`config.mk`:
```
export PLATFORM = sky130hd
export DESIGN_NAME = receptor_teclado_notas
export DESIGN_NICKNAME = d
export VERILOG_FILES = /design/src/rtl/receptor_teclado_notas_pkg.sv /design/src/rtl/receptor_teclado_notas_sincronizador.sv /design/src/rtl/receptor_teclado_notas.sv
export SDC_FILE = /design/constraint.sdc
export NUM_CORES = 1
export LEC_CHECK = 0
export BUFFER_PORTS_ARGS = -buffer_cell sky130_fd_sc_hd__buf_2
export CAP_MARGIN = 20
export CORE_ASPECT_RATIO = 1.4
export CORE_MARGIN = 2
export CORE_UTILIZATION = 46
export CTS_CLUSTER_DIAMETER = 100
export DETAILED_ROUTE_END_ITERATION = 8
export PLACE_DENSITY_LB_ADDON = 0.08
export SETUP_SLACK_MARGIN = 0.2
export SLEW_MARGIN = 20
export SYNTH_ARGS = -nofsm -noshare
export SYNTH_HDL_FRONTEND = slang
export SYNTH_SLANG_ARGS = --single-unit
```
`constraint.sdc`:
```
create_clock -name clk -period 1.9 [get_ports clk]
set_input_delay 0.19 -clock clk [delete_from_list [all_inputs] [get_ports clk]]
set_output_delay 0.19 -clock clk [all_outputs]
set_load 0.05 [all_outputs]
```
`src/rtl/receptor_teclado_notas_pkg.sv`:
```
// receptor_teclado_notas_pkg: PS/2 receiver FSM states, scancode constants and the scancode-to-note map
// Shared with FSM_Modo_Reto so both blocks agree on note encoding.
package receptor_teclado_notas_pkg;
   typedef enum logic [2:0] {REPOSO, DATOS, PARIDAD, PARADA, DECODIFICA} estadoPs2_t;
   localparam logic [7:0] COD_BREAK = 8'hF0;
   localparam logic [7:0] COD_EXTENDIDO = 8'hE0;
   localparam logic [7:0] COD_A = 8'h1C;
   localparam logic [7:0] COD_B = 8'h32;
   localparam logic [7:0] COD_C = 8'h21;
   localparam logic [7:0] COD_D = 8'h23;
   localparam logic [7:0] COD_E = 8'h24;
   localparam logic [7:0] COD_F = 8'h2B;
   localparam logic [7:0] COD_G = 8'h34;
   localparam logic [7:0] ASCII_A = 8'h61;
   localparam logic [7:0] ASCII_B = 8'h62;
   localparam logic [7:0] ASCII_C = 8'h63;
   localparam logic [7:0] ASCII_D = 8'h64;
   localparam logic [7:0] ASCII_E = 8'h65;
   localparam logic [7:0] ASCII_F = 8'h66;
   localparam logic [7:0] ASCII_G = 8'h67;
   // Returns {valid, ascii}; valid is 0 for codes that are not note keys.
   function automatic logic [8:0] mapNota(input logic [7:0] cod);
      return cod == COD_A ? {1'b1, ASCII_A} :
             cod == COD_B ? {1'b1, ASCII_B} :
             cod == COD_C ? {1'b1, ASCII_C} :
             cod == COD_D ? {1'b1, ASCII_D} :
             cod == COD_E ? {1'b1, ASCII_E} :
             cod == COD_F ? {1'b1, ASCII_F} :
             cod == COD_G ? {1'b1, ASCII_G} : 9'h000;
   endfunction
endpackage

```
`src/rtl/receptor_teclado_notas_sincronizador.sv`:
```
// sincronizador_ps2: 2-FF synchronizers for ps2Clk/ps2Data plus ps2Clk falling-edge detect
// Ports: clk, reset (async, high), ps2Clk, ps2Data (async inputs),
//        ps2DataSinc (synchronized data), flancoBajada (1-cycle strobe on synchronized clk 1->0).
module sincronizador_ps2 (
   input  logic clk,
   input  logic reset,
   input  logic ps2Clk,
   input  logic ps2Data,
   output logic ps2DataSinc,
   output logic flancoBajada
);
   logic clk1, clk2, clk3, dat1, dat2;
   // Reset to 1 so an idle bus does not look like an edge after release.
   always_ff @(posedge clk or posedge reset)
      if (reset) {clk1, clk2, clk3, dat1, dat2} <= '1;
      else begin
         clk1 <= ps2Clk;
         clk2 <= clk1;
         clk3 <= clk2;
         dat1 <= ps2Data;
         dat2 <= dat1;
      end
   assign ps2DataSinc = dat2;
   assign flancoBajada = clk3 & ~clk2;
endmodule

```
`src/rtl/receptor_teclado_notas.sv`:
```
// receptor_teclado_notas: PS/2 keyboard receiver that turns note-key scancodes into ASCII 'a'..'g'
// Ports: clk, reset (async, high), ps2_clk, ps2_data (keyboard lines),
//        notaUsuario (last accepted note), datoListo (new-note pulse), errorTrama (frame-error/timeout pulse).
module receptor_teclado_notas
   import receptor_teclado_notas_pkg::*;
#(
   parameter int TIMEOUT_CICLOS = 50000
) (
   input  logic       clk,
   input  logic       reset,
   input  logic       ps2_clk,
   input  logic       ps2_data,
   output logic [7:0] notaUsuario,
   output logic       datoListo,
   output logic       errorTrama
);
   localparam int TW = $clog2(TIMEOUT_CICLOS + 1);
   estadoPs2_t estado, estadoSig;
   logic flanco, datoSinc, paridad, flagBreak, flagExt, expira, aceptar, fallo, tramaOk;
   logic [2:0] contBits;
   logic [7:0] trama;
   logic [8:0] nota;
   logic [TW-1:0] contEspera;

   sincronizador_ps2 uSinc (
      .clk(clk), .reset(reset), .ps2Clk(ps2_clk), .ps2Data(ps2_data),
      .ps2DataSinc(datoSinc), .flancoBajada(flanco)
   );

   assign expira = estado != REPOSO && !flanco && contEspera == TW'(TIMEOUT_CICLOS);
   // In PARADA the current sample is the stop bit; odd parity over data+parity.
   assign tramaOk = datoSinc && ^{trama, paridad};
   assign nota = mapNota(trama);

   always_comb begin
      estadoSig = estado;
      aceptar = 1'b0;
      fallo = expira;
      if (expira || estado == DECODIFICA) estadoSig = REPOSO;
      else if (flanco)
         case (estado)
            REPOSO:  estadoSig = datoSinc ? REPOSO : DATOS;
            DATOS:   estadoSig = contBits == 3'd7 ? PARIDAD : DATOS;
            PARIDAD: estadoSig = PARADA;
            PARADA: begin
               estadoSig = tramaOk ? DECODIFICA : REPOSO;
               fallo = !tramaOk;
               // Outputs are registered here so they appear during the DECODIFICA cycle.
               aceptar = tramaOk && nota[8] && !flagBreak && !flagExt;
            end
            default: estadoSig = REPOSO;
         endcase
   end

   always_ff @(posedge clk or posedge reset)
      if (reset) begin
         estado <= REPOSO;
         contBits <= '0;
         trama <= '0;
         paridad <= 1'b0;
         contEspera <= '0;
         flagBreak <= 1'b0;
         flagExt <= 1'b0;
         notaUsuario <= '0;
         datoListo <= 1'b0;
         errorTrama <= 1'b0;
      end else begin
         estado <= estadoSig;
         datoListo <= aceptar;
         errorTrama <= fallo;
         if (aceptar) notaUsuario <= nota[7:0];
         if (flanco) contEspera <= '0;
         else if (contEspera != TW'(TIMEOUT_CICLOS)) contEspera <= contEspera + 1'b1;
         if (expira) contBits <= '0;
         else if (flanco)
            case (estado)
               REPOSO: contBits <= '0;
               DATOS: begin
                  trama[contBits] <= datoSinc;
                  contBits <= contBits + 3'd1;
               end
               PARIDAD: paridad <= datoSinc;
               default: ;
            endcase
         // Break/extended prefixes swallow the following code.
         if (estado == DECODIFICA) begin
            if (trama == COD_BREAK) flagBreak <= 1'b1;
            else if (trama == COD_EXTENDIDO) flagExt <= 1'b1;
            else if (flagBreak || flagExt) {flagBreak, flagExt} <= 2'b00;
         end
      end
endmodule

```
-- Word level (Yosys, flattened, before mapping)
Index checks and enable logic that the tools add are counted.
- input bits: 4
- word-level logic and storage cells: 98
- output and inout port bits: 10
- bits in registers: 48
- bitwise logic cells: 4
- eq/ne operators: 17
- reduce and logical (&&, ||, !) cells: 27
- $lt $le $gt $ge: 2
- mux-type cells: 31
- $add $sub $neg: 2
- operators with widths (cell ; count):
    2-to-1 mux 9 bit ; 7
    equality test 8 x 6 -> 1 bit, second input constant ; 6
    2-to-1 mux 16 bit ; 2
    adder 16 x 1 -> 16 bit, second input constant ; 1
    equality test 16 bit, second input constant ; 1
    equality test 8 bit, second input constant ; 2
    inequality test 16 bit, second input constant ; 1
    2-to-1 mux 3 bit ; 5
    2-to-1 mux 1 bit ; 12
    case mux 3 bit (4 select lines) ; 1
    AND reduction 3 bit ; 4
    nonzero test 2 bit ; 5
    parity 9 bit ; 1
    bitwise mux 8 bit ; 1
    equality test 8 x 5 -> 1 bit, second input constant ; 1
    logical AND 1 bit ; 7
    equality test 3 x 2 -> 1 bit, second input constant ; 2
    equality test 3 bit, second input constant ; 2
    case mux 3 bit (2 select lines) ; 1
    nonzero test 3 bit ; 2
    logical NOT 1 bit ; 4
    < comparator 3 x 4 -> 1 bit, second input constant ; 1
    adder 3 x 1 -> 3 bit, second input constant ; 1
    demux 1 bit (select 3 bit) ; 1
    other kinds (9) ; 12

-- Logic depth before layout (Yosys ltp)
Gate-level depths: netlist of the first run.
- depth after elaboration: 14
- mapped depth: 8
- gate-level depth less buffers: 8

-- By module
A second synthesis of the first run with hierarchy kept.
- cell total of the unflattened synthesis: 232
- area, all modules: 2312.2 µm²
- modules (own cells, without submodules) (module ; seq. area each (µm²) ; cells an instance ; instances ; area each (µm²)):
    receptor_teclado_notas ; 975.9 ; 225 ; 1 ; 2163.3
    sincronizador_ps2 ; 131.4 ; 7 ; 1 ; 148.9

-- Worst setup path after synthesis of the first run
OpenSTA, ideal clock, no wires.
- kind: reg2reg
- from: register trama[1]
- to: register notaUsuario[0]
- path slack: -0.120 ns
- stages on the path, launching flop included: 8
- period minus slack after synthesis: 2.020 ns
- library setup time: 0.125 ns
- required time: 1.775 ns
- data arrival time: 1.895 ns
- path buffers: 1
- path through: dfrtp_1 > buf_6 > xnor2_2 > xnor3_1 > xnor2_2 > nand3_2 > a31oi_4 > mux2_4
- longest elaborated chain between the ends: 14
- elaborated cells between the ends (all ways): 22
- classes of those cells: eq/ne: 7; mux: 10; reduce/logical: 5
- RTL lines (item ; RTL line ; RTL):
    start, declared ; receptor_teclado_notas.sv:21 ; logic [7:0] trama;
    start signal, assigned by index ; receptor_teclado_notas.sv:79 ; trama[contBits] <= datoSinc;
    equality test 8 x 6 -> 1 bit ; receptor_teclado_notas_pkg.sv:29 ; cod == COD_G ? {1'b1, ASCII_G} : 9'h000;
    2-to-1 mux 9 bit ; receptor_teclado_notas_pkg.sv:29 ;
    2-to-1 mux 9 bit ; receptor_teclado_notas_pkg.sv:28 ; cod == COD_F ? {1'b1, ASCII_F} :
    2-to-1 mux 9 bit ; receptor_teclado_notas_pkg.sv:27 ; cod == COD_E ? {1'b1, ASCII_E} :
    2-to-1 mux 9 bit ; receptor_teclado_notas_pkg.sv:26 ; cod == COD_D ? {1'b1, ASCII_D} :
    2-to-1 mux 9 bit ; receptor_teclado_notas_pkg.sv:25 ; cod == COD_C ? {1'b1, ASCII_C} :
    2-to-1 mux 9 bit ; receptor_teclado_notas_pkg.sv:24 ; cod == COD_B ? {1'b1, ASCII_B} :
    2-to-1 mux 9 bit ; receptor_teclado_notas_pkg.sv:23 ; return cod == COD_A ? {1'b1, ASCII_A} :
    logical AND 1 bit (*) (3 in series) ; receptor_teclado_notas.sv:49 ; aceptar = tramaOk && nota[8] && !flagBreak && !flagExt;
    2-to-1 mux 1 bit (*) ; receptor_teclado_notas.sv:41 ; case (estado)
    2-to-1 mux 1 bit (*) ; receptor_teclado_notas.sv:40 ; else if (flanco)
    2-to-1 mux 1 bit (*) ; receptor_teclado_notas.sv:39 ; if (expira || estado == DECODIFICA) estadoSig = REPOSO;
    named net aceptar ; receptor_teclado_notas.sv:19 ; logic flanco, datoSinc, paridad, flagBreak, flagExt, expira, aceptar, fallo, tramaOk;
    end signal, assigned ; receptor_teclado_notas.sv:71 ; if (aceptar) notaUsuario <= nota[7:0];
    end, declared ; receptor_teclado_notas.sv:13 ; output logic [7:0] notaUsuario,
Mark *: on every way through the listed nets, which the timed path passes. The rest lies on a longest branch.
A chain may end at the register's enable or synchronous reset.

-- Worst setup path in the final report of the first run
- from: register trama[0]
- to: register notaUsuario[0]
Same word-level chain as after synthesis.

==> run metrics, run 1 <==
Cell Count, Final, Fillers Out between 300 and 400; Setup TNS Final -81.94 ps; register area 1107 µm²; vias per cell roughly 5.3; Setup violations, final 3; violated checks setup timing; initial drt markers 76; Net Sw Power approximately 0.00099 W; gpl congestion roughly 0.8; Layout Utilization 58.79%; min cycle time layout between 1500 and 2000 ps; status finished, violations left; n_diodes 0; Achievable Freq between 0.5 and 0.6 GHz; Worst Setup End Kind flip-flop; HPWL Detailed around 3.4 mm; CP Data Required Time approximately 2100 ps; RSZ-0062 raised after global routing yes; critical path type reg -> reg; Routed wire per std cell about 14 µm; slowest CP cell xnor3_1; die area about 5600 µm²; ys async rst share 100.0%; initial antenna violation count 0; top-count cell post-synth dfrtp_1; Comb pwr share between 30% and 40%; Synth area leader dfrtp_1; Power Density ~1000 nW/µm²; peak supply drop ~440 µV; # nets final approximately 270; GR Overflow Total 0; Pins Over Slew Limit 0; warning count from the yosys run 0; Yosys reg bits 44; Syn Inst Count around 230; max cap viols 0; Initial Util roughly 48%; Cell Chain, Critical Path xnor2_1 -> xnor3_1 -> xnor2_2 -> nand3_2 -> a31oi_4 -> mux2_4; Flop pwr share a little over two fifths; Net Sw Frac approximately 34%; worst-skew pair later-pin latency 300 ps; Clock Root Buffer clkbuf_8; die height approximately 88 µm; die width between 60 and 70 µm; Post-synth top cells dfrtp_1, nor2_1, nand2_1; final setup margin -54.68 ps; multi-input logic area around 1300 µm²; worst-margin pin slew 546.1 ps; slowest stage delay, CP roughly 450 ps; I/O pins 14; Hold WC Path Type in -> async; leakage power about 1.3 nW; Syn Area/Cell between 10 and 15 µm²; via count approximately 1,700; clock power share about a fifth; clock buffer count from CTS 5; Synth area leaders dfrtp_1, dfstp_2, nor2_1, xor2_1, mux2_2; First-pass DRT Iterations 4; H-tree levels 2; row cnt 30; clk buf depth 2; Synth cell types 49; Post-synth EDFFs 0; area of the mapped netlist around 2300 µm²; predominant post-synthesis flop cell dfrtp_1; Total Routing Usage GR 18.09%; Final period util 102.9%; CTS tree built; drt drc 0; CTS clk-pin slew, worst paths 80 ps; fill cell count 418; Worst Path Arrival 2140 ps; area delta synth->final 22.91%; share of the synthesized area in the top cell type between 40% and 50%; layout cells sized above 1 ~33%; post-route ant nets 0; Clock Skew 8.792 ps; CP Launch Type flip-flop; final WL 4.627 mm; total internal power slightly below 0.002 W; clk sink count 44; number of I/O port buffers 10; Core Region around 4800 µm²; Tot Pwr around 0.0029 W; register area share after synthesis approximately 48%; CP max FO 2; pre-CTS setup slack -28.14 ps; vias in the first global route between 1,500 and 2,000; Final Hold Viols 0; post-placement cell count a little over 300; first-pass GRT wire length 7.776 mm; largest net degree at the start of global routing between 40 and 50; relative slew slack a little under two thirds
per-stage QoR:
stage | hold WS [ps] | area, µm²
global route | 74.85 | 2846
floorplan | 194.5 | 2359
CTS | 51.07 | 2675
global placement | 294.7 | 2539
finish | 22.41 | 2846
detailed placement | 296.5 | 2539
per-layer routing:
layer  vias up  part of all wire (%)  GRT usage, %
met4         0                   2.2         8.300
li1        847                     -             -
met3        11                   2.1         3.856
met1       872                    41         19.78
met5         -                     0             0
met2        19                    55         33.24
flip-flops by register name, indices dropped and copies added (netlist names):
register	count
contEspera	16
trama	8
notaUsuario	4
contBits	3
estado	3
datoListo	1
errorTrama	1
flagBreak	1
flagExt	1
paridad	1
uSinc.clk1	1
uSinc.clk2	1
uSinc.clk3	1
uSinc.dat1	1
uSinc.ps2DataSinc	1
final cells by class:
cell class              count  share of cell area [%]
multi-input cells         164                   44.13
flip-flops and latches     44                   38.90
repair buffers             40                   10.37
well taps                  64                   2.813
clock buffers               6                   2.549
inverters                   8                   1.055
clock inverters             1                  0.1758
repair_timing:
| item | CTS | global route |
|---|---|---|
| pin swaps | 2 | 11 |
| hold buffers | 2 | 0 |
| setup endpoints to repair | 17 | 19 |
| buffers inserted | 3 | 7 |
| hold endpoints to repair | 2 | 0 |
| resized for setup | 6 | 29 |
path summary, 6_finish.rpt:
path,start,endpoint,slack (ps),cells after the start
max,trama[0]$_DFFE_PP0P_,notaUsuario[0]$_DFFE_PP0P_,-50,6
min,reset,trama[1]$_DFFE_PP0P_,20,3
max reg2reg,trama[0]$_DFFE_PP0P_,notaUsuario[0]$_DFFE_PP0P_,-50,6
min reg2reg,uSinc.dat1$_DFF_PP1_,uSinc.ps2DataSinc$_DFF_PP1_,360,0
max in group asynchronous,reset,contEspera[7]$_DFFE_PP0P_,1500,3
min in group clk,uSinc.dat1$_DFF_PP1_,uSinc.ps2DataSinc$_DFF_PP1_,360,0
power groups by stage:
stage	Combinational [W]	Sequential [W]	Clock [W]
after floorplan	0.000702	0.00116	0
after global placement	0.000905	0.00122	0
after detailed placement	0.000926	0.00123	0
after CTS	0.00106	0.00122	0.000565
after global routing	0.00122	0.00127	0.000622
final	0.00111	0.00125	0.000552
cells in the final DEF (no fill, tap or decap), types with 5 or more instances in the layout:
| master | synthesis | layout |
|---|---|---|
| mux2_2 | 7 | 6 |
| nand4_1 | 5 | 5 |
| xor2_1 | 11 | 11 |
| xnor2_1 | 8 | 7 |
| buf_2 | 2 | 10 |
| dfstp_2 | 5 | 5 |
| nand3_1 | 9 | 9 |
| inv_1 | 8 | 7 |
| buf_4 | 4 | 24 |
| clkbuf_8 | 0 | 5 |
| dfrtp_1 | 39 | 39 |
| nor2_1 | 34 | 29 |
| nand2_1 | 18 | 15 |
critical path, delay by kind of cell (launching register included):
kind,cells,cell delay (ps)
AOI/OAI and AO/OA,1,190
muxes,1,310
and+or+nand+nor,1,130
DFF,1,390
xor gates and xnor gates,3,810
cells by family (layout without fill, tap and decap cells):
group                      Yosys count  in the layout  share of synthesized area [%]
AOI/OAI and AO/OA                   29             29                          9.023
xor gates and xnor gates            22             22                          9.562
adders and majority gates            4              4                          2.161
buffers and inverters               23             55                          4.808
DFF                                 44             44                          47.81
muxes                               11             11                          5.349
other                                1              3                         0.1619
and+or+nand+nor                     95             95                          21.12
Power figures use the tool's default switching activity.
==> inputs of run 2 (changes only) <==
--- a/config.mk
+++ b/config.mk
@@ -5,11 +5,13 @@
 export SDC_FILE = /design/constraint.sdc
 export NUM_CORES = 1
 export LEC_CHECK = 0
+export ABC_AREA = 1
 export BUFFER_PORTS_ARGS = -buffer_cell sky130_fd_sc_hd__buf_2
 export CAP_MARGIN = 20
 export CORE_ASPECT_RATIO = 1.4
 export CORE_MARGIN = 2
 export CORE_UTILIZATION = 46
+export CTS_BUF_LIST = sky130_fd_sc_hd__clkbuf_2
 export CTS_CLUSTER_DIAMETER = 100
 export DETAILED_ROUTE_END_ITERATION = 8
 export PLACE_DENSITY_LB_ADDON = 0.08
==> constraint.sdc (replaced) <==
create_clock -name clk -period 2.05 [get_ports clk]
set_input_delay 0.205 -clock clk [delete_from_list [all_inputs] [get_ports clk]]
set_output_delay 0.205 -clock clk [all_outputs]
set_load 0.05 [all_outputs]
==> run metrics, run 2 <==
status finished clean; min cycle time layout 1674 ps (-280.5 ps); final setup margin 375.9 ps (+430.5 ps); CP most frequent cell nand2_1; max cap viols 0 (unchanged); Largest regs contEspera (16), trama (8), notaUsuario (4); slowest stage delay, CP 500 ps (+50 ps); area delta synth->final 8.499%; die height 91.53 µm (+4.1%); Setup violations, final 0 (-3); share of the synthesized area in the top cell type 38.77% (-3.4 points); die area 6089 µm² (+8.2%); First-pass DRT Iterations 4 (unchanged); critical path depth 12 (+6); peak supply drop 496.3 µV (+13%); drt drc 0 (unchanged); final WL 5.167 mm (+12%); area of the mapped netlist 2517 µm² (+8.7%); post-route ant nets 0 (unchanged); RSZ-0062 raised after global routing no; Largest register FFs 16 (unchanged); Final Hold Viols 0 (unchanged); Syn Inst Count 336 (+47%); CP Data Required Time 2380 ps (+290 ps); row cnt 31 (+3.3%); CTS clk-pin slew, worst paths 230 ps (+150 ps); Post-synth top cells nand2_1, inv_1, dfrtp_1; GR Overflow Total 0 (unchanged); Synth area leaders dfrtp_1, nand2_1, inv_1, dfstp_2, nor2_1; first-pass GRT wire length 9.225 mm (+19%); register area share after synthesis 43.99% (-3.8 points); gpl congestion 0.8976 (+9.7%); fill cell count 525 (+26%); I/O pins 14 (unchanged); clock buffer count from CTS 5 (unchanged); Clock Skew 23.94 ps (+15.15 ps); HPWL Detailed 3.925 mm (+17%); most frequent cells in the layout nand2_1, inv_1, dfrtp_1; CP max FO 6 (+4); Cell Chain, Critical Path nor2_2 -> inv_2 -> nand2_1 -> nand2_1 -> nand2_1 -> nand2_2 -> nand3_2 -> nand2_2 -> nor2_4 -> nand3_4 -> nand2_1 -> nand2_1; clk buf depth 2 (unchanged); Routed wire per std cell 12.19 µm (-14%); Worst Setup End Kind flip-flop; critical path type reg -> reg; Total Routing Usage GR 19.47% (+1.4 points); via count 2,159 (+23%); Largest Register contEspera; initial antenna violation count 0 (unchanged); warning count from the yosys run 0 (unchanged); CP Launch Type flip-flop; worst-skew pair later-pin latency 420 ps (+120 ps); commonest non-fill, non-tap cell in the layout nand2_1; Pins Over Slew Limit 0 (unchanged); vias in the first global route 2,094 (+18%); Initial Util 48.08% (+0.25 points); Synth cell types 36 (-27%); Power Density 862.5 nW/µm² (-16%); CTS tree built; predominant post-synthesis flop cell dfrtp_1; slowest CP cell dfrtp_1; Reg2Reg Depth 12 (+6); Achievable Freq 0.5973 GHz (+17%); Setup TNS Final 0 ps (+81.94 ps); initial drt markers 80 (+5.3%); Core Region 5236 µm² (+8.1%); top-count cell post-synth nand2_1; number of I/O port buffers 10 (unchanged); Worst Path Arrival 2000 ps (-140 ps); ys async rst share 100.0% (unchanged); leakage power 1.394 nW (+7.0%); n_diodes 0 (unchanged); Hold WC Path Type reg -> reg; Post-synth EDFFs 0 (unchanged); Clock Root Buffer clkbuf_2; vias per cell 5.092 (-4.8%); pre-CTS setup slack 387.9 ps (+416.1 ps); layout cells sized above 1 14.53% (-18 points); die width 66.52 µm (+4.0%); Synth area leader dfrtp_1; Final period util 81.66% (-21 points); Hold Slack 371.1 ps (+348.7 ps); critical path's top delay family simple AND/OR/NAND/NOR gates; largest net degree at the start of global routing 45 (unchanged); # nets final 365 (+35%); Buf+Inv Stages, Crit Path 1 (+1); Yosys reg bits 44 (unchanged); worst-margin pin slew 569.0 ps (+22.83 ps); relative slew slack 62.07% (-1.5 points); WHS Path Cells 0; Syn Area/Cell 7.492 µm² (-26%); H-tree levels 2 (unchanged); clk sink count 44 (unchanged)
[run 2: cell count changes after synthesis, sizes merged, moves of 6 or more]
cell / before / now
a21oi: 2 / 17
clkbuf: 7 / 1
inv: 8 / 54
mux2: 8 / 0
nand2: 18 / 87
nand3: 10 / 22
nor2: 34 / 42
nor3: 4 / 17
nor3b: 9 / 0
o21ai: 8 / 14
xnor2: 10 / 1
xor2: 11 / 1
[run 2: cell type report]
class | count | area [µm²] | area share, %
Tap cell | 66 | 82.58 | 3.023
Clock buffer | 7 | 35.03 | 1.283
Multi-Input combinational cell | 233 | 1174 | 42.97
Timing Repair Buffer | 19 | 125.1 | 4.581
Inverter | 54 | 202.7 | 7.421
Sequential cell | 44 | 1107 | 40.54
Clock inverter | 1 | 5.005 | 0.1832
[run 2: path summary, 6_finish.rpt]
| kind | startpoint | end | slack (ps) |
|---|---|---|---|
| min in group asynchronous | reset | contEspera[12]$_DFFE_PP0P_ | 440 |
| min reg2reg | uSinc.clk1$_DFF_PP1_ | uSinc.clk2$_DFF_PP1_ | 370 |
| max reg2reg | trama[0]$_DFFE_PP0P_ | notaUsuario[0]$_DFFE_PP0P_ | 380 |
| min | uSinc.clk1$_DFF_PP1_ | uSinc.clk2$_DFF_PP1_ | 370 |
| max in group asynchronous | reset | contEspera[11]$_DFFE_PP0P_ | 1210 |
| max | trama[0]$_DFFE_PP0P_ | notaUsuario[0]$_DFFE_PP0P_ | 380 |
[run 2: stage by stage]
stage / instances / power, W / utilization [%] / instance area, µm²
global route: 424 / 0.002566 / 52.16 / 2731
detailed placement: 411 / 0.002009 / 50.37 / 2638
finish: 424 / 0.002356 / 52.16 / 2731
CTS: 422 / 0.002383 / 51.71 / 2708
floorplan: 338 / 0.001847 / - / 2525
global placement: 411 / 0.001997 / 50.37 / 2638
[run 2: repair_timing]
action | 4_1_cts | 5_1_grt
resized for setup | 0 | 2
endpoints found under the hold margin | 41 | 0
hold buffers | 3 | 0
setup endpoints to repair | 0 | 7
buffers inserted | 0 | 2
[run 2: kinds of logic (layout without fill, tap and decap cells)]
group / count (synthesis) / in the layout / synth area share [%]
compound gates: 43 / 43 / 10.09
fa+ha+maj: 4 / 4 / 1.988
other cells: 1 / 3 / 0.1490
flops: 44 / 44 / 43.99
buf+inv: 61 / 81 / 10.04
xor+xnor: 2 / 2 / 0.6960
mux: 1 / 1 / 0.3976
simple gates: 180 / 180 / 32.65
[run 2: report_power, final]
group	switching [W]	internal (W)	total, W
logic	0.000540	0.000294	0.000834
registers	0.000168	0.000984	0.00115
clock network	0.000277	0.0000931	0.000370
total	0.000985	0.00137	0.00236
[run 2: layer usage]
layer  track usage (%)  wire length, µm  vias to the layer above
met5                 0                0                        -
met4             7.313              126                        0
met3             3.346               93                       11
met2             34.75             2729                       24
met1             22.53             2217                     1001
li1                  -                -                     1123
==> inputs of run 3 (changes only) <==
==> constraint.sdc (replaced) <==
create_clock -name clk -period 1.4 [get_ports clk]
set_input_delay 0.14 -clock clk [delete_from_list [all_inputs] [get_ports clk]]
set_output_delay 0.14 -clock clk [all_outputs]
set_load 0.05 [all_outputs]
==> run metrics, run 3 (synthesized netlist as in run 2, its figures left out) <==
min cycle time layout 1619 ps (-55.22 ps); area delta synth->final 55.52%; CTS tree built; die height 91.53 µm (unchanged); Achievable Freq 0.6177 GHz (+3.4%); post-route ant nets 0 (unchanged); final WL 6.790 mm (+31%); GR Overflow Total 0 (unchanged); commonest non-fill, non-tap cell in the layout buf_4; initial drt markers 93 (+16%); via count 2,545 (+18%); worst-skew pair later-pin latency 420 ps (about the same); row cnt 31 (unchanged); largest net degree at the start of global routing 17 (-62%); initial antenna violation count 0 (unchanged); CP max FO 6 (unchanged); Largest regs contEspera (16), trama (8), notaUsuario (4); n_diodes 0 (unchanged); die width 66.52 µm (unchanged); max cap viols 0 (unchanged); critical path type reg -> reg; status finished, violations left; CTS clk-pin slew, worst paths 230 ps (about the same); Hold WC Path Type in -> async; CP Launch Type flip-flop; Initial Util 48.08% (unchanged); number of I/O port buffers 10 (unchanged); Largest Register contEspera; worst-margin pin slew 559.4 ps (-9.549 ps); Power Density 1118 nW/µm² (+30%); # nets final 444 (+22%); vias per cell 5.060 (-0.64%); Pins Over Slew Limit 0 (unchanged); vias in the first global route 2,629 (+26%); Clock Skew 21.03 ps (-2.905 ps); layout cells sized above 1 54.00% (+39 points); fill cell count 387 (-26%); H-tree levels 2 (unchanged); Routed wire per std cell 13.50 µm (+11%); Largest register FFs 16 (unchanged); Final Hold Viols 0 (unchanged); clock buffer count from CTS 5 (unchanged); final setup margin -218.9 ps (-594.8 ps); leakage power 1.929 nW (+38%); Worst Path Arrival 1960 ps (-40 ps); drt drc 0 (unchanged); relative slew slack 62.47% (+0.41 points); Final period util 115.6% (+34 points); gpl congestion 0.8325 (-7.3%); DP Area 3202 µm² (+21%); I/O pins 14 (unchanged); Worst Setup End Kind flip-flop; HPWL Detailed 4.709 mm (+20%); CP Data Required Time 1740 ps (-640 ps); violated checks setup timing; clk sink count 44 (unchanged); Total Routing Usage GR 24.34% (+4.9 points); Core Region 5236 µm² (unchanged); First-pass DRT Iterations 4 (unchanged); peak supply drop 724.2 µV (+46%); Setup violations, final 26 (+26); RSZ-0062 raised after global routing yes; clk buf depth 2 (unchanged); die area 6089 µm² (unchanged); first-pass GRT wire length 11.46 mm (+24%); most frequent cells in the layout buf_4, nand2_1, dfrtp_1; post-route cell area 3915 µm² (+43%); Tot Pwr 0.004376 W (+86%); Setup TNS Final -2170 ps (-2170 ps); Clock Root Buffer clkbuf_2
-- run 3: through the flow --
| stage | setup slack, ps | cells | hold slack (ps) | util [%] |
|---|---|---|---|---|
| 4_1_cts | -209.6 | 494 | 205.2 | 69.08 |
| 6_report | -218.9 | 503 | 219.3 | 74.77 |
| 3_5_place_dp | -232.3 | 470 | 143.2 | 61.15 |
| 5_1_grt | -322.7 | 503 | 223.7 | 74.77 |
| 2_1_floorplan | -55.79 | 338 | 144.5 | - |
| 3_3_place_gp | -159.9 | 470 | 136.4 | 61.15 |
-- run 3: area by class of cell --
class,instances,area [µm²],share of cell area [%]
Multi-Input combinational cell,233,1609,41.10
Sequential cell,44,1115,28.48
Timing Repair Buffer,98,860.8,21.99
Inverter,54,207.7,5.305
Tap cell,66,82.58,2.109
Clock buffer,7,35.03,0.8949
Clock inverter,1,5.005,0.1278
-- run 3: timing repair --
| item | CTS | global route |
|---|---|---|
| setup buffers | 13 | 9 |
| pin swaps | 27 | 33 |
| resized for setup | 81 | 75 |
| hold buffers | 3 | 0 |
| hold endpoints to repair | 16 | 0 |
| setup endpoints to repair | 42 | 46 |
-- run 3: path summary, 6_finish.rpt --
kind / startpoint / end / slack [ps] / depth (start not counted)
max in group asynchronous: reset / contEspera[12]$_DFFE_PP0P_ / 620 / 4
worst max register to register: trama[1]$_DFFE_PP0P_ / notaUsuario[1]$_DFFE_PP0P_ / -220 / 10
worst max-delay path: trama[1]$_DFFE_PP0P_ / notaUsuario[1]$_DFFE_PP0P_ / -220 / 10
worst min-delay path: reset / contEspera[0]$_DFFE_PP0P_ / 220 / 3
min in group clk: ps2_clk / uSinc.clk1$_DFF_PP1_ / 350 / 2
worst min register to register: uSinc.dat1$_DFF_PP1_ / uSinc.ps2DataSinc$_DFF_PP1_ / 360 / 0
-- run 3: power breakdown --
group          internal [W]  switching [W]
Clock              0.000136       0.000420
Sequential          0.00146       0.000234
Combinational      0.000934        0.00120
-- run 3: per-layer routing --
| layer | up-vias | global-route usage [%] | part of all wire (%) |
|---|---|---|---|
| li1 | 1279 | - | - |
| met1 | 1221 | 24.48 | 37 |
| met2 | 30 | 47.50 | 58 |
| met3 | 15 | 3.594 | 1.8 |
| met4 | 0 | 9.524 | 2.8 |
| met5 | - | 0 | 0 |
-- run 3: critical path, cell delays in order, from the launching register on --
cell	delay, ps
dfrtp_2	490
nand2_2	100
buf_4	150
nor3_2	100
nand2_1	100
nand2_1	100
nor2_2	60
a21oi_4	200
nand3_4	120
nand2_1	80
nand2_1	40
